==> src/rtl/mmio_gpio_controller_pkg.sv <==
// Shared types and helpers for the MMIO GPIO controller: access sizes,
// register offsets and the load/store data shaping used by the top level.
package mmio_pkg;

  typedef enum logic [1:0] {
    SIZE_BYTE = 2'b00,
    SIZE_HALF = 2'b01,
    SIZE_WORD = 2'b10
  } size_e;

  // Offsets of the registers that follow the N_OUT output channels.
  function automatic logic [31:0] OFF_IN(input int unsigned n_out);
    return 32'(4 * n_out);
  endfunction

  function automatic logic [31:0] OFF_PEND(input int unsigned n_out);
    return 32'(4 * n_out + 4);
  endfunction

  function automatic logic [31:0] OFF_MASK(input int unsigned n_out);
    return 32'(4 * n_out + 8);
  endfunction

  // RV32 load extension; funct3[2] selects zero extension, size 11 yields 0.
  function automatic logic [31:0] load_extend(input logic [2:0] funct3,
                                              input logic [31:0] word);
    logic sx;
    sx = ~funct3[2];
    case (funct3[1:0])
      SIZE_BYTE: return {{24{sx & word[7]}}, word[7:0]};
      SIZE_HALF: return {{16{sx & word[15]}}, word[15:0]};
      SIZE_WORD: return word;
      default:   return '0;
    endcase
  endfunction

  // Keeps only the bytes covered by the store size.
  function automatic logic [31:0] store_mask(input logic [2:0] funct3,
                                             input logic [31:0] word);
    case (funct3[1:0])
      SIZE_BYTE: return {24'h0, word[7:0]};
      SIZE_HALF: return {16'h0, word[15:0]};
      default:   return word;
    endcase
  endfunction

endpackage

==> src/rtl/mmio_gpio_controller_debouncer.sv <==
// One-bit input conditioner: multi-flop synchroniser followed by a
// debouncer that accepts a new level only after it has held steady.
module input_debouncer #(
  parameter int unsigned SYNC_STAGES     = 2,
  parameter int unsigned DEBOUNCE_CYCLES = 16
) (
  input  logic clk,
  input  logic rst,
  input  logic sw,
  output logic stable,
  output logic rise
);

  localparam int unsigned CW = $clog2(DEBOUNCE_CYCLES + 1);
  localparam logic [CW-1:0] CNT_LAST = CW'(DEBOUNCE_CYCLES - 1);

  logic [SYNC_STAGES-1:0] sync_q;
  logic [CW-1:0]          cnt_q;
  logic                   stable_q;
  logic                   synced;
  logic                   accept;

  assign synced = sync_q[SYNC_STAGES-1];
  assign accept = (synced != stable_q) && (cnt_q == CNT_LAST);
  assign stable = stable_q;
  // Combinational so the pending bit sets on the same edge stable rises.
  assign rise   = accept && synced;

  // Synchroniser shift, debounce counter and accepted level.
  always_ff @(posedge clk or posedge rst) begin
    if (rst) begin
      sync_q   <= '0;
      cnt_q    <= '0;
      stable_q <= 1'b0;
    end else begin
      sync_q <= {sync_q[SYNC_STAGES-2:0], sw};
      if (synced == stable_q) begin
        cnt_q <= '0;
      end else if (accept) begin
        stable_q <= synced;
        cnt_q    <= '0;
      end else begin
        cnt_q <= cnt_q + CW'(1);
      end
    end
  end

endmodule

==> src/rtl/mmio_gpio_controller.sv <==
// Memory-mapped GPIO block between the load/store port and data memory:
// output channels, debounced inputs and a rising-edge interrupt with
// pending/mask registers. Unmapped addresses fall through to memory.
module mmio_gpio_controller
  import mmio_pkg::*;
#(
  parameter logic [31:0] ADDR_BASE       = 32'h0000_0000,
  parameter int unsigned N_OUT           = 2,
  parameter int unsigned OUT_WIDTH       = 4,
  parameter int unsigned IN_WIDTH        = 4,
  parameter int unsigned SYNC_STAGES     = 2,
  parameter int unsigned DEBOUNCE_CYCLES = 16
) (
  input  logic                       clk_i,
  input  logic                       rst_i,
  input  logic                       write_enable_i,
  input  logic [2:0]                 funct3_i,
  input  logic [31:0]                address_i,
  input  logic [31:0]                datapath_read_i,
  input  logic [31:0]                memory_read_i,
  input  logic [IN_WIDTH-1:0]        sw_i,
  output logic [N_OUT*OUT_WIDTH-1:0] out_o,
  output logic                       irq_o,
  output logic [31:0]                datapath_write_o
);

  logic [N_OUT-1:0][OUT_WIDTH-1:0] out_q;
  logic [IN_WIDTH-1:0]             pend_q;
  logic [IN_WIDTH-1:0]             mask_q;
  logic                            irq_q;
  logic [IN_WIDTH-1:0]             stable;
  logic [IN_WIDTH-1:0]             rise;

  logic [31:0]      offset;
  logic [N_OUT-1:0] hit_out;
  logic             hit_in;
  logic             hit_pend;
  logic             hit_mask;
  logic             is_reg;
  logic [31:0]      rdata;
  logic [31:0]      wdata;
  logic             wr_ok;

  assign out_o = out_q;
  assign irq_o = irq_q;

  for (genvar g = 0; g < IN_WIDTH; g++) begin : g_in
    input_debouncer #(
      .SYNC_STAGES    (SYNC_STAGES),
      .DEBOUNCE_CYCLES(DEBOUNCE_CYCLES)
    ) u_debouncer (
      .clk   (clk_i),
      .rst   (rst_i),
      .sw    (sw_i[g]),
      .stable(stable[g]),
      .rise  (rise[g])
    );
  end

  // Address decode, register read mux and load data selection.
  always_comb begin
    offset   = address_i - ADDR_BASE;
    hit_out  = '0;
    rdata    = '0;
    hit_in   = (offset == OFF_IN(N_OUT));
    hit_pend = (offset == OFF_PEND(N_OUT));
    hit_mask = (offset == OFF_MASK(N_OUT));
    for (int unsigned k = 0; k < N_OUT; k++) begin
      if (offset == 32'(4 * k)) begin
        hit_out[k]             = 1'b1;
        rdata[OUT_WIDTH-1:0]   = out_q[k];
      end
    end
    if (hit_in)   rdata[IN_WIDTH-1:0] = stable;
    if (hit_pend) rdata[IN_WIDTH-1:0] = pend_q;
    if (hit_mask) rdata[IN_WIDTH-1:0] = mask_q;
    is_reg           = (|hit_out) | hit_in | hit_pend | hit_mask;
    datapath_write_o = is_reg ? rdata : load_extend(funct3_i, memory_read_i);
    wdata            = store_mask(funct3_i, datapath_read_i);
    wr_ok            = write_enable_i && (funct3_i[1:0] != 2'b11);
  end

  // Register stores, pending capture with set-over-clear, registered irq.
  always_ff @(posedge clk_i or posedge rst_i) begin
    if (rst_i) begin
      out_q  <= '0;
      pend_q <= '0;
      mask_q <= '0;
      irq_q  <= 1'b0;
    end else begin
      for (int unsigned k = 0; k < N_OUT; k++) begin
        if (wr_ok && hit_out[k]) out_q[k] <= OUT_WIDTH'(wdata);
      end
      if (wr_ok && hit_mask) mask_q <= IN_WIDTH'(wdata);
      if (wr_ok && hit_pend) pend_q <= (pend_q & ~IN_WIDTH'(wdata)) | rise;
      else                   pend_q <= pend_q | rise;
      irq_q <= |(pend_q & mask_q);
    end
  end

endmodule

==> config.mk <==
export PLATFORM = sky130hd
export DESIGN_NAME = mmio_gpio_controller
export DESIGN_NICKNAME = d
export VERILOG_FILES = /design/src/rtl/mmio_gpio_controller_pkg.sv /design/src/rtl/mmio_gpio_controller_debouncer.sv /design/src/rtl/mmio_gpio_controller.sv
export SDC_FILE = /design/constraint.sdc
export NUM_CORES = 1
export LEC_CHECK = 0
export ABC_AREA = 1
export CORE_UTILIZATION = 30
export DETAILED_ROUTE_END_ITERATION = 8
export HOLD_SLACK_MARGIN = 0.1
export SYNTH_ARGS = -nofsm -noshare
export SYNTH_HDL_FRONTEND = slang
export SYNTH_SLANG_ARGS = --single-unit
==> constraint.sdc <==
create_clock -name clk_i -period 3.1 [get_ports clk_i]
set_input_delay 0.62 -clock clk_i [delete_from_list [all_inputs] [get_ports clk_i]]
set_output_delay 0.62 -clock clk_i [all_outputs]
set_load 0.05 [all_outputs]
# [Word level (Yosys, flattened, before mapping)]
# Index checks and enable logic that the tools add are counted.
[classes] mux=18 eq_ne=19 n_reduce_logical=21 addsub=4 bitwise_logic=15
[op_table] cell="$pmux W32 S3" count=1
[op_table] cell="$eq A32 B4 Y1 const B" count=2
[op_table] cell="$mux W5" count=8
[op_table] cell="$eq A32 B3 Y1 const B" count=1
[op_table] cell="$eq A32 B5 Y1 const B" count=1
[op_table] cell="$logic_not A32 Y1" count=1
[op_table] cell="$mux W32" count=1
[op_table] cell="$mux W4" count=6
[op_table] cell="$add A5 B1 Y5 const B" count=4
[op_table] cell="$eq A5 B4 Y1 const B" count=4
[op_table] cell="$logic_and A1 B1 Y1" count=13
[op_table] cell="$and A4 B4 Y4" count=2
[op_table] cell="$or A4 B4 Y4" count=2
[op_table] cell="$reduce_and A2 Y1" count=4
[op_table] cell="$not A1 Y1" count=5
[op_table] cell="$eq A1 B1 Y1" count=4
[op_table] cell="$ne A1 B1 Y1" count=4
[op_table] cell="$not A4 Y4" count=1
[op_table] cell="$reduce_or A4 Y1" count=1
[op_table] cell="$or A1 B1 Y1" count=3
[op_table] cell="$and A1 B1 Y1" count=2
[op_table] cell="$eq A2 B1 Y1 const B" count=1
[op_table] cell="$eq A2 B2 Y1 const B" count=1
[op_table] cell="$logic_not A2 Y1" count=1
[op_table] cell="other kinds (3)" count=4
[word_totals] input_bits=106 wordCells=94 ff_bits=49 out_inout_bits=41

# [Longest topological paths before layout]
[depth] depth_word=7 ltp_mapped=9

# [By module]
# From an unflattened synthesis, not the netlist that was laid out.
[hier_totals] hier_cells=418 area_unflattened_um2=3273.1
[by_module_without_submodules] module="mmio_gpio_controller" area_per_inst_um2=1836.8 cells_per_inst=254 n_inst=1 seq_area_each_um2=425.4
[by_module_without_submodules] module="input_debouncer" area_per_inst_um2=359.1 cells_per_inst=41 n_inst=4 seq_area_each_um2=200.2

# [Least setup slack after synthesis]
# OpenSTA, ideal clock, no wires.
[synth_timing] kind="in2out" start="input funct3_i[0]" end="output datapath_write_o[21]" arrival_time_ps=2158 t_required_ps=2480 cell_stages=6 slack_ps=322 n_path_buf=2 path_cell_list="buf_2 -> nand2_2 -> nor3_4 -> buf_2 -> a21oi_1 -> a21oi_1"
[synth_between] elab_chain_cells=3 word_cells_on_any_way=5
[synth_rtl] element="from (decl)" line="mmio_gpio_controller.sv:17" rtl="input logic [2:0] funct3_i,"
[synth_rtl] element="$eq A2 B2 Y1, or another cell as far along" line="mmio_gpio_controller_pkg.sv:29" rtl="case (funct3[1:0])"
[synth_rtl] element="$pmux W32 S3 *" line="mmio_gpio_controller_pkg.sv:29"
[synth_rtl] element="$mux W32 *" line="mmio_gpio_controller.sv:78" rtl="datapath_write_o = is_reg ? rdata : load_extend(funct3_i, memory_read_i);"
[synth_rtl] element="to (decl)" line="mmio_gpio_controller.sv:24" rtl="output logic [31:0] datapath_write_o"
# Mark *: on every way between the ends. The rest lies on a longest branch, timed or not.

# [Worst setup path in the final report]
[layout_timing] start="input address_i[2]" end="output datapath_write_o[20]"
[layout_between] elab_chain_cells=7 word_cells_on_any_way=12
[layout_rtl] element="from (decl)" line="mmio_gpio_controller.sv:18" rtl="input logic [31:0] address_i,"
[layout_rtl] element="$eq A32 B3 Y1 or $logic_not A32 Y1 (tied branches)" line="mmio_gpio_controller.sv:69" rtl="if (offset == 32'(4 * k)) begin"
[layout_rtl] element="$mux W1" line="mmio_gpio_controller.sv:69"
[layout_rtl] element="$reduce_or A2 Y1" line="mmio_gpio_controller.sv:77" rtl="is_reg = (|hit_out) | hit_in | hit_pend | hit_mask;"
[layout_rtl] element="$or A1 B1 Y1 (2 in series)" line="mmio_gpio_controller.sv:77"
[layout_rtl] element="$or A1 B1 Y1 *" line="mmio_gpio_controller.sv:77"
[layout_rtl] element="$mux W32 *" line="mmio_gpio_controller.sv:78"
# Marked as above.

==> metrics.cfg <==
[outcome]
status=finished, final reports clean

[timing]
relSlewSlack_pct=63.1
rsz0062_at_grt=true
finalCriticalPeriod_ns=3.02
setup_viol=0
fin_tns_setup_ns=0
maxSlewViolCount=0
fin_skew_ns=0.00802
finalCritPeriodShare_pct=97.6
fmax_mhz=331
hold_violations=0
worstMarginPinSlew_ns=0.550

[cts]
clockBufferDepth=2
numCtsBuffers=5
htree_levels=2
cts_tree=built
clk_pin_slew_ns=0.08
cts_hold_buffers=0
clock_sinks=49
cts_root_buf=clkbuf_8
insertion_delay_ns=0.30

[detailed_routing]
drt_wl_total_mm=7.65
drc_errors=0
vias_per_cell=4.45
first_iter_violations=97
vias=2854
drt_first_pass_iters=4
ant_nets=0
post_drt_wl_per_cell_um=11.9

[power_and_ir_drop]
power_density_mw_per_mm2=330
finalPower_mw=1.55
p_leak_nw=2.09
ir_drop_v=0.000297

[cells_and_area]
fin_nets=621
drive_above_1_share_pct=18.4
areaGrowthSynthToFinish_pct=59.9
layout_commonest_cell=clkdlybuf4s50_1
fin_area_mm2=0.00471
antenna_cells=0
layout.cells.non_filler=641
final_cell_mix=clkdlybuf4s50_1, nand2_1, nor2_1

[worst_setup_path]
ff2ff_setup_slack_ns=1.70
slowest_stage=clkdlybuf4s50_1
critPathCaptureType=output pin
cp_data_arrival_time_ns=2.40
path_cells=clkdlybuf4s50_1, nor2_2, nand2_2, nand3b_1, nor2_1, a21oi_4, nand2_8, a21oi_1, buf_12
crit_fanout=28
criticalPathCategory=in2out
slowest_delay_ns=0.56
critPathRequiredTime_ns=2.48
start_kind=primary input

[floorplan]
die_w_um=101
dieArea_mm2=0.0102
start_util_pct=31.4
rows=35
core_mm2=0.00937
die_h_um=101
io_pins=147

[yosys]
syn_inst=387
async_flop_share_pct=100
synth_area_leaders=dfrtp_1, nand2_1, nor2_1, inv_1, nand3_1
synth_top_area_cell=dfrtp_1
netlist.area_leader.share_pct=41.6
synthDistinctLibCells=29
syn_area_mm2=0.00295
synth_ff_type=dfrtp_1
synth-edff-count=0
ys_seq_area_share_pct=41.6
synth_warnings=0
syn_avg_cell_area_um2=7.61
syn-num-nets=497
yosys_register_bits=49

[min_path]
worstHoldPathType=reg2reg

[global_routing]
overflow=0
grt_usage_pct=15.4
grt_pass1_wl_mm=12.5
grt_pass1_vias=2730
antenna_found_initial=0
grt_max_degree=35

[placement]
hpwlAfterDp_mm=6.25
numPortBuffers=118
gp_congestion=0.755
place_inst=633
place_area_mm2=0.00460

[job]
drv_cap=0

-- state kept, by name, indices dropped and copies added, names as in the netlist --
register and count:
g_in.u_debouncer.sync_q 8, mask_q 4, g_in.u_debouncer.cnt_q 20, out_o 8
irq_o 1, g_in.u_debouncer.stable 4, pend_q 4
-- logic make-up after synthesis --
group                    Yosys count  share of synthesized area, %
buffers and inverters             49                          7.05
flip-flops                        49                          41.6
AND/OR/NAND/NOR                  206                          32.5
adder cells (fa/ha/maj)            4                          1.70
XOR/XNOR                           8                          2.38
AO/OA/AOI/OAI                     71                          14.8
-- worst max-delay path: cells and delay by family --
| kind | cells | cell delay, ns |
|---|---|---|
| simple gates | 5 | 0.52 |
| buf+inv | 2 | 0.74 |
| compound gates | 2 | 0.52 |
-- metrics by stage --
step	worst slack, ns	hold WS [ns]	utilization [%]
5_1_grt	-0.0826	0.364	50.3
4_1_cts	0.00968	0.354	50.2
2_1_floorplan	0.322	0.331	-
3_5_place_dp	0.0203	0.335	49.1
3_3_place_gp	0.0803	0.332	49.1
6_report	0.0753	0.352	50.3
-- path summary, 6_finish.rpt --
| check | cells past startpoint | to | startpoint |
|---|---|---|---|
| min in group asynchronous | 2 | g_in[2].u_debouncer.cnt_q[2] | rst_i |
| min | 0 | g_in[2].u_debouncer.sync_q[1] | g_in[2].u_debouncer.sync_q[0] |
| max | 9 | datapath_write_o[20] | address_i[2] |
| max in group asynchronous | 3 | out_o[0] | rst_i |
| min reg2reg | 0 | g_in[2].u_debouncer.sync_q[1] | g_in[2].u_debouncer.sync_q[0] |
| max reg2reg | 7 | g_in[1].u_debouncer.stable | g_in[1].u_debouncer.cnt_q[0] |
-- repair_timing --
action                     in CTS  in global routing
buffers inserted                0                  0
resized for setup               0                  3
setup endpoints to repair       0                 12
-- per-layer routing --
layer	wire length, µm	share of wire, %	track usage [%]
met1	3320	43	18.5
met2	3640	48	27.6
met3	622	8.1	3.61
met4	70	0.92	4.01
met5	0	0	0
-- area by class of cell --
cell class | count | area, µm²
Multi-Input combinational cell | 289 | 1520
Inverter | 43 | 165
Timing Repair Buffer | 123 | 1540
Clock buffer | 7 | 96.3
Sequential cell | 49 | 1230
Tap cell | 129 | 161
Clock inverter | 1 | 5.00
Fill cell | 896 | 4660
-- report_power, final --
part           internal (mW)  switching (mW)  leakage (nW)
Sequential             0.656          0.0113         0.635
Clock                  0.202           0.200        0.0542
Combinational          0.247           0.238          1.40
-- cell usage after synthesis, drive strengths merged, types with 4 or more instances --
master,count
dfrtp,49
nand2,76
a21oi,35
ha,4
inv,42
o21ai,25
buf,6
nor2,90
nand3,29
or2,4
a21boi,11
xor2,7
nor3,5
Power figures use the tool's default switching activity.
